## config.mk

```make
export PLATFORM = sky130hd
export DESIGN_NAME = reg_transfer_seq_flat
export DESIGN_NICKNAME = d
export VERILOG_FILES = /design/src/rtl/reg_transfer_if.sv /design/src/rtl/reg_transfer_seq.sv /design/src/flat_wrapper.sv
export SDC_FILE = /design/constraint.sdc
export NUM_CORES = 1
export LEC_CHECK = 0
export ABC_AREA = 1
export BUFFER_PORTS_ARGS = -buffer_cell sky130_fd_sc_hd__buf_2
export CAP_MARGIN = 30
export CORE_MARGIN = 1
export CORE_UTILIZATION = 44
export CTS_CLUSTER_DIAMETER = 50
export DETAILED_ROUTE_END_ITERATION = 10
export HOLD_SLACK_MARGIN = 0.08
export PLACE_DENSITY_LB_ADDON = 0.08
export REMOVE_ABC_BUFFERS = 1
export SLEW_MARGIN = 20
export SYNTH_ARGS = -nofsm -noshare
export SYNTH_HDL_FRONTEND = slang
export SYNTH_SLANG_ARGS = --single-unit
```

## constraint.sdc

```tcl
create_clock -name clk -period 1.1 [get_ports clk]
set_input_delay 0.22 -clock clk [delete_from_list [all_inputs] [get_ports clk]]
set_output_delay 0.22 -clock clk [all_outputs]
set_load 0.005 [all_outputs]
```

## src/rtl/reg_transfer_if.sv

```systemverilog
// reg_transfer_if: request/strobe bundle between a transfer requester and reg_transfer_seq.
//   req              requester -> sequencer  transfer request
//   src, dst         requester -> sequencer  source / destination register index
//   busy             sequencer -> requester  transfer in progress
//   done, err        sequencer -> requester  one-cycle completion / rejection pulses
//   assert_main_bar  sequencer -> registers  per-register main-bus drive enable, active low
//   load             sequencer -> registers  per-register load, captured on falling edge
interface reg_transfer_if #(
    parameter int unsigned NumRegs = 4
);
    localparam int unsigned SelW = $clog2(NumRegs);

    logic                req;
    logic [SelW-1:0]     src;
    logic [SelW-1:0]     dst;
    logic                busy;
    logic                done;
    logic                err;
    logic [NumRegs-1:0]  assert_main_bar;
    logic [NumRegs-1:0]  load;

    modport master (
        output req, src, dst,
        input  busy, done, err, assert_main_bar, load
    );

    modport slave (
        input  req, src, dst,
        output busy, done, err, assert_main_bar, load
    );
endinterface

```

## src/rtl/reg_transfer_seq.sv

```systemverilog
// reg_transfer_seq: sequences one SRC -> DST register transfer over the shared main bus.
// The source drives the bus for SettleCycles cycles before the destination LOAD rises and
// keeps driving through LOAD's falling (capture) edge, so nothing captures a floating bus.
// Ports:
//   clk  system clock, rising edge
//   rst  asynchronous active-high reset
//   bus  reg_transfer_if slave: req/src/dst in; busy/done/err/assert_main_bar/load out
// All outputs come straight from flops; they are computed from the next state.
module reg_transfer_seq #(
    parameter int unsigned NumRegs      = 4,
    parameter int unsigned SettleCycles = 1,
    // Output edge delays belong to the behavioural model only; this RTL is zero-delay.
    parameter int unsigned DelayRise    = 0,
    parameter int unsigned DelayFall    = 0
) (
    input logic           clk,
    input logic           rst,
    reg_transfer_if.slave bus
);
    localparam int unsigned SelW = $clog2(NumRegs);
    localparam int unsigned CntW = (SettleCycles > 1) ? $clog2(SettleCycles) : 1;

    if (NumRegs < 2 || NumRegs > 16) begin : g_bad_num_regs
        $error("reg_transfer_seq: NumRegs must be in 2..16");
    end
    if (SettleCycles < 1) begin : g_bad_settle
        $error("reg_transfer_seq: SettleCycles must be at least 1");
    end
    if (DelayRise > 32'hFFFF || DelayFall > 32'hFFFF) begin : g_bad_delay
        $error("reg_transfer_seq: DelayRise/DelayFall out of sensible range");
    end

    typedef enum logic [1:0] {StIdle, StDrive, StLoadHi, StLoadLo} state_e;

    state_e             state_q, state_d;
    logic [CntW-1:0]    cnt_q, cnt_d;
    logic [SelW-1:0]    src_q, src_d;
    logic [SelW-1:0]    dst_q, dst_d;
    logic               busy_q, busy_d;
    logic               done_q, done_d;
    logic               err_q, err_d;
    logic [NumRegs-1:0] amb_q, amb_d;
    logic [NumRegs-1:0] load_q, load_d;

    logic req_bad;
    assign req_bad = (32'(bus.src) >= NumRegs) || (32'(bus.dst) >= NumRegs);

    // Next-state logic.
    always_comb begin
        state_d = state_q;
        cnt_d   = cnt_q;
        src_d   = src_q;
        dst_d   = dst_q;
        done_d  = 1'b0;
        err_d   = 1'b0;
        unique case (state_q)
            StIdle: begin
                if (bus.req) begin
                    if (req_bad) begin
                        err_d = 1'b1;
                    end else begin
                        src_d   = bus.src;
                        dst_d   = bus.dst;
                        cnt_d   = CntW'(SettleCycles - 1);
                        state_d = StDrive;
                    end
                end
            end
            StDrive: begin
                if (cnt_q == '0) begin
                    state_d = StLoadHi;
                end else begin
                    cnt_d = cnt_q - CntW'(1);
                end
            end
            StLoadHi: state_d = StLoadLo;
            StLoadLo: begin
                state_d = StIdle;
                done_d  = 1'b1;
            end
            default: state_d = StIdle;
        endcase
    end

    // Output decode from the next state so the strobes land in registers.
    always_comb begin
        busy_d = (state_d != StIdle);
        amb_d  = '1;
        load_d = '0;
        for (int i = 0; i < NumRegs; i++) begin
            amb_d[i]  = !(busy_d && (src_d == SelW'(i)));
            load_d[i] = (state_d == StLoadHi) && (dst_d == SelW'(i));
        end
    end

    always_ff @(posedge clk or posedge rst) begin
        if (rst) begin
            state_q <= StIdle;
            cnt_q   <= '0;
            src_q   <= '0;
            dst_q   <= '0;
            busy_q  <= 1'b0;
            done_q  <= 1'b0;
            err_q   <= 1'b0;
            amb_q   <= '1;
            load_q  <= '0;
        end else begin
            state_q <= state_d;
            cnt_q   <= cnt_d;
            src_q   <= src_d;
            dst_q   <= dst_d;
            busy_q  <= busy_d;
            done_q  <= done_d;
            err_q   <= err_d;
            amb_q   <= amb_d;
            load_q  <= load_d;
        end
    end

    assign bus.busy            = busy_q;
    assign bus.done            = done_q;
    assign bus.err             = err_q;
    assign bus.assert_main_bar = amb_q;
    assign bus.load            = load_q;
endmodule

```

## src/flat_wrapper.sv

```systemverilog
// flat-port wrapper written by rule: the top's interface ports become plain ports
module reg_transfer_seq_flat 
#(
    parameter int unsigned NumRegs      = 4,
    parameter int unsigned SettleCycles = 1,
                                                                                       
    parameter int unsigned DelayRise    = 0,
    parameter int unsigned DelayFall    = 0
)
  (clk, rst, bus_req, bus_src, bus_dst, bus_busy, bus_done, bus_err, bus_assert_main_bar, bus_load);
  reg_transfer_if #(.NumRegs(NumRegs)) bus_i ();
  input logic clk;
  input logic rst;
  input wire logic [$bits(bus_i.req)-1:0] bus_req;
  input wire logic [$bits(bus_i.src)-1:0] bus_src;
  input wire logic [$bits(bus_i.dst)-1:0] bus_dst;
  output wire logic [$bits(bus_i.busy)-1:0] bus_busy;
  output wire logic [$bits(bus_i.done)-1:0] bus_done;
  output wire logic [$bits(bus_i.err)-1:0] bus_err;
  output wire logic [$bits(bus_i.assert_main_bar)-1:0] bus_assert_main_bar;
  output wire logic [$bits(bus_i.load)-1:0] bus_load;
  assign bus_i.req = bus_req;
  assign bus_i.src = bus_src;
  assign bus_i.dst = bus_dst;
  assign bus_busy = bus_i.busy;
  assign bus_done = bus_i.done;
  assign bus_err = bus_i.err;
  assign bus_assert_main_bar = bus_i.assert_main_bar;
  assign bus_load = bus_i.load;
  reg_transfer_seq #(.NumRegs(NumRegs), .SettleCycles(SettleCycles), .DelayRise(DelayRise), .DelayFall(DelayFall)) u_core (.clk(clk), .rst(rst), .bus(bus_i));
endmodule
```

==> run summary, run 1 <==
Outcome: finished with violations
Failing checks: setup timing
Mean Syn Cell Area: 9.96 um^2
I/O Buffers: 16
Period utilization: 110%
Clk_skew: 11.4 ps
NumNets Final: 112
Crit-path cells: inv_2 > ha_4 > buf_6 > nand2_8 > nand4_1 > nand2_1
Largest cells by area after synthesis: dfrtp_1 (43%), dfstp_2 (15%), ha_1 (7.2%), nand2_2 (7.2%), nand2_1 (5.9%)
Fin cells: 116
Top cell type's share of synthesized area: 43.1%
Routed length per instance: 10.6 um
Net Sw Frac: 37.3%
PD cells: 2830 nW/um^2
Sequential power share: 35.3%
Number of global-route vias before repair: 457
Critical path's slowest cell: dfrtp_1
DRC violations left: 0
Count leader, synth: dfrtp_1
CP arrival: 1430 ps
Worst-path clk slew: 90 ps
Synth warn: 0
Worst setup SP type: flop
Die Area: 1750 um^2
Total GRT Usage: 16.2%
Die Ht: 41.8 um
Leakage: 0.504 nW
Total global routing overflow: 0
Clock Tree Buf Depth: 2
CP max stage delay: 370 ps
Pint: 1.70 mW
CTS Sinks: 16
Core box area: 1490 um^2
Final Hold Vio Count: 0
Sequential element share of the synthesized area: 58.2%
Final antenna-violating net count: 0
Final WL: 1.23 mm
Largest net degree at the start of global routing: 17
Ant. Diodes: 0
Max-Cap Viols: 0
First-pass GRT wire length: 1.95 mm
PnR worst setup slack: -113 ps
Main flop type after synthesis: dfrtp_1
Kind of critical path: reg -> reg
Post-Route Utilization: 64.3%
Worst-path maximum fanout: 8
Root Driver: clkbuf_4
TritonCTS buffer count: 3
Post-Syn Area: 697 um^2
Post-synth EDFFs: 0
Fmax: 824 MHz
CTS tree: done
Post-DP HPWL: 814 um
Comb power frac: 53.0%
Clock power frac: 11.8%
First-pass DRT Iterations: 4
Commonest cells in the netlist: dfrtp_1 (12), nand2_1 (11), inv_1 (9)
GP Congestion: 0.829
DR vias: 529
Clock latency reported for the late side of the worst-skew pair: 290 ps
Final setup violating endpoints: 14
Synthesis-to-finish area growth: 37.3%
Sw Pwr: 1.01 mW
Peak supply drop: 1570 uV
Setup TNS: -845 ps
Initial drt markers: 9
H-Tree Level Count: 1
I/O Pins: 18
Crit end category: flop
RSZ-0062 raised after global routing: true
Asr flop ratio synth: 100%
Row Count: 14
Vias per inst: 4.56
Worst EP required: 1320 ps
Share of post-route cells with drive strength above 1: 55.0%
Cell variety after synth: 14
Synthesized instance count: 70
Overall die width: 41.8 um
Synth area leader: dfrtp_1
Hold Crit Class: in -> reg
Slew Limit Fails: 0
Initial antenna violation count: 0
Placed cells: 107
Initial Util: 46.8%
Fin crit period: 1210 ps
Flop and latch count out of synthesis: 16
==> path summary, 6_finish.rpt <==
check	from	to	slack, ps	depth (start not counted)
worst max-delay path	u_core.state_q[1]	u_core.bus.assert_main_bar[0]	-110	6
worst min-delay path	bus_src[1]	u_core.src_q[1]	250	3
worst max register to register	u_core.state_q[1]	u_core.bus.assert_main_bar[0]	-110	6
worst min register to register	u_core.src_q[1]	u_core.src_q[1]	530	2
max in group asynchronous	rst	u_core.bus.assert_main_bar[3]	380	4
min in group asynchronous	rst	u_core.bus.load[3]	460	4
==> cell families after synthesis <==
logic type	after synthesis	synth area share (%)
buffers and inverters	12	8.44
other	1	0.538
DFF	16	58.2
and+or+nand+nor	37	25.7
adders and majority gates	4	7.18
==> metal layers <==
metal,vias up,GRT usage (%),wire (um)
met5,-,0,0
met3,5,3.91,48
met1,241,18.6,541
li1,270,-,-
met2,13,24.4,593
met4,0,15.5,48
==> power groups by stage <==
stage          Clock (mW)  Sequential [mW]  Combinational, mW
2_1_floorplan           0            0.986              0.612
3_3_place_gp            0            0.953               1.09
3_5_place_dp            0            0.953               1.10
4_1_cts             0.334            0.948               1.28
5_1_grt             0.360            0.975               1.57
6_report            0.318            0.954               1.43
==> placed cells by master (no fill, tap or decap), types with 2 or more instances in the layout <==
cell | netlist | routed
buf_2 | 0 | 17
dfrtp_1 | 12 | 12
nand2_2 | 8 | 10
buf_4 | 1 | 9
nand3_1 | 8 | 7
nand2_1 | 11 | 7
nor2_1 | 8 | 7
inv_1 | 9 | 6
inv_2 | 1 | 4
dfstp_2 | 4 | 4
clkbuf_4 | 0 | 3
nand2_4 | 1 | 2
ha_4 | 0 | 2
ha_1 | 4 | 2
==> area by class of cell <==
class                      count  area [um^2]
clock buffer                   4         26.3
fill                         130          532
inverter                      10         37.5
multi-input combinational     42          294
sequential                    16          405
tap                           16         20.0
timing repair buffer          28          174
==> registers in the layout, indices dropped and copies added, names as in the netlist <==
signal and cells:
u_core.bus.load 4, u_core.state_q 2, u_core.bus.assert_main_bar 4, u_core.dst_q 2, u_core.src_q 2, u_core.bus.done 1, u_core.bus.busy 1
==> critical path: cells and delay by family (launching register included) <==
family                     cells  cell delay, ps
and+or+nand+nor                3             430
DFF                            1             370
buffers and inverters          2             190
adders and majority gates      1             160
==> what timing repair did <==
| action | CTS | global route |
|---|---|---|
| pin swaps | 6 | 8 |
| hold buffers | 1 | 0 |
| endpoints found under the setup margin | 18 | 18 |
| endpoints found under the hold margin | 12 | 0 |
| cloned | 1 | 0 |
| gates resized for setup | 8 | 9 |
| setup buffers | 2 | 1 |
==> metrics by stage <==
| step | area (um^2) | power, mW | setup WS, ps | hold WS [ps] |
|---|---|---|---|---|
| after detailed placement | 828 | 2.05 | -187 | 236 |
| after global routing | 957 | 2.91 | -192 | 239 |
| final | 957 | 2.70 | -113 | 245 |
| after global placement | 828 | 2.04 | -132 | 229 |
| after floorplan | 676 | 1.60 | -145 | 131 |
| after CTS | 908 | 2.56 | -119 | 236 |
(Power assumes the default switching activity.)
==> run 2, diff against run 1 <==
--- a/config.mk
+++ b/config.mk
@@ -9,7 +9,8 @@
 export BUFFER_PORTS_ARGS = -buffer_cell sky130_fd_sc_hd__buf_2
 export CAP_MARGIN = 30
 export CORE_MARGIN = 1
-export CORE_UTILIZATION = 44
+export CORE_UTILIZATION = 45
+export CTS_BUF_LIST = sky130_fd_sc_hd__clkbuf_2
 export CTS_CLUSTER_DIAMETER = 50
 export DETAILED_ROUTE_END_ITERATION = 10
 export HOLD_SLACK_MARGIN = 0.08
==> run summary, run 2 (synthesis gave the netlist of run 1 again) <==
Worst setup SP type: flop
NumNets Final: 111
Worst-path clk slew: 150 ps
Most frequent cells in the layout: buf_2 (14), dfrtp_1 (12), nand2_2 (9), nand2_1 (9), buf_4 (8)
TritonCTS buffer count: 3
RSZ-0062 raised after global routing: true
Fin cells: 114
Post-DP HPWL: 815 um
Share of post-route cells with drive strength above 1: 51.5%
DRC violations left: 0
Final antenna-violating net count: 0
Max-Cap Viols: 0
Synthesis-to-finish area growth: 34.8%
H-Tree Level Count: 1
Total global routing overflow: 0
Largest net degree at the start of global routing: 17
I/O Pins: 18
Placed cells: 106
PD cells: 2800 nW/um^2
Die Area: 1710 um^2
Worst hold slack: 204 ps
CTS Sinks: 16
Final setup violating endpoints: 15
DR vias: 512
PnR worst setup slack: -141 ps
Register area: 405 um^2
I/O Buffers: 16
Root Driver: clkbuf_2
Setup TNS: -1270 ps
Final Hold Vio Count: 0
Initial Util: 51.0%
Period utilization: 113%
Slew Limit Fails: 0
Initial antenna violation count: 0
Total power: 2.63 mW
Die Ht: 41.4 um
Clock Tree Buf Depth: 2
Worst-path maximum fanout: 5
Final WL: 1.23 mm
Pre-CTS setup slack: -183 ps
Hold Crit Class: in -> reg
Filler cells: 118
Failing checks: setup timing
CTS tree: done
Peak supply drop: 1500 uV
Crit end category: flop
Outcome: finished with violations
Clk_skew: 6.70 ps
Fmax: 806 MHz
Row Count: 13
Fin crit period: 1240 ps
First-pass GRT wire length: 1.84 mm
Number of global-route vias before repair: 469
Footprint of the multi-input gates: 272 um^2
Overall die width: 41.4 um
Core box area: 1370 um^2
Leakage: 0.506 nW
GP Congestion: 0.842
Clock latency reported for the late side of the worst-skew pair: 290 ps
Initial drt markers: 12
Total GRT Usage: 18.0%
Routed length per instance: 10.8 um
Commonest non-fill, non-tap cell in the layout: buf_2
Ant. Diodes: 0
Vias per inst: 4.49
CP arrival: 1490 ps
First-pass DRT Iterations: 3
Kind of critical path: reg -> reg
Worst EP required: 1340 ps
run 2: changes by cell type in the layout (fill, tap and decap cells not counted), sizes merged:
cell / previous run / this run
buf: 27 / 26
clkbuf: 4 / 3
clkinv: 0 / 1
run 2: where the power goes:
| group | total [mW] | switching, mW | internal [mW] | leakage [nW] |
|---|---|---|---|---|
| combinational | 1.40 | 0.705 | 0.691 | 0.298 |
| sequential | 0.971 | 0.103 | 0.867 | 0.195 |
| clock | 0.266 | 0.187 | 0.0790 | 0.0140 |
run 2: critical path, stage by stage, from the launching register on:
cell	delay, ps
dfrtp_1	430
inv_2	90
ha_4	140
buf_6	130
inv_4	30
nand2_2	50
nand4_1	180
nand2_1	150
run 2: path summary, 6_finish.rpt:
kind / start / to / slack (ps) / depth (start not counted)
max: u_core.state_q[0] / u_core.bus.assert_main_bar[0] / -140 / 7
min: bus_src[0] / u_core.src_q[0] / 200 / 3
max reg2reg: u_core.state_q[0] / u_core.bus.assert_main_bar[0] / -140 / 7
min reg2reg: u_core.src_q[0] / u_core.src_q[0] / 540 / 2
max in group asynchronous: rst / u_core.bus.assert_main_bar[0] / 410 / 4
min in group asynchronous: rst / u_core.state_q[0] / 450 / 4
run 2: stage by stage:
step	area (um^2)	util, %
2_1_floorplan	676	-
3_3_place_gp	827	60.5
3_5_place_dp	827	60.5
4_1_cts	900	65.8
5_1_grt	940	68.8
6_report	940	68.8
run 2: cell type report:
cell class	count	share of cell area (%)
clock buffers	3	1.60
repair buffers	27	19.7
inverters	10	4.26
multi-input cells	42	28.9
well taps	15	2.00
clock inverters	1	0.399
flip-flops and latches	16	43.1
run 2: routing by layer:
| layer | track usage (%) | up-vias | part of all wire (%) |
|---|---|---|---|
| li1 | - | 269 | - |
| met1 | 19.9 | 225 | 46 |
| met2 | 28.9 | 13 | 47 |
| met3 | 4.79 | 5 | 3.9 |
| met4 | 14.5 | 0 | 3.4 |
| met5 | 0 | - | 0 |
run 2: repair_timing:
item / 4_1_cts / 5_1_grt
hold buffers: 1 / 0
pin swaps: 3 / 5
gates cloned: 1 / 0
hold endpoints to repair: 12 / 0
endpoints found under the setup margin: 16 / 17
resized for setup: 8 / 8
buffers inserted: 2 / 0
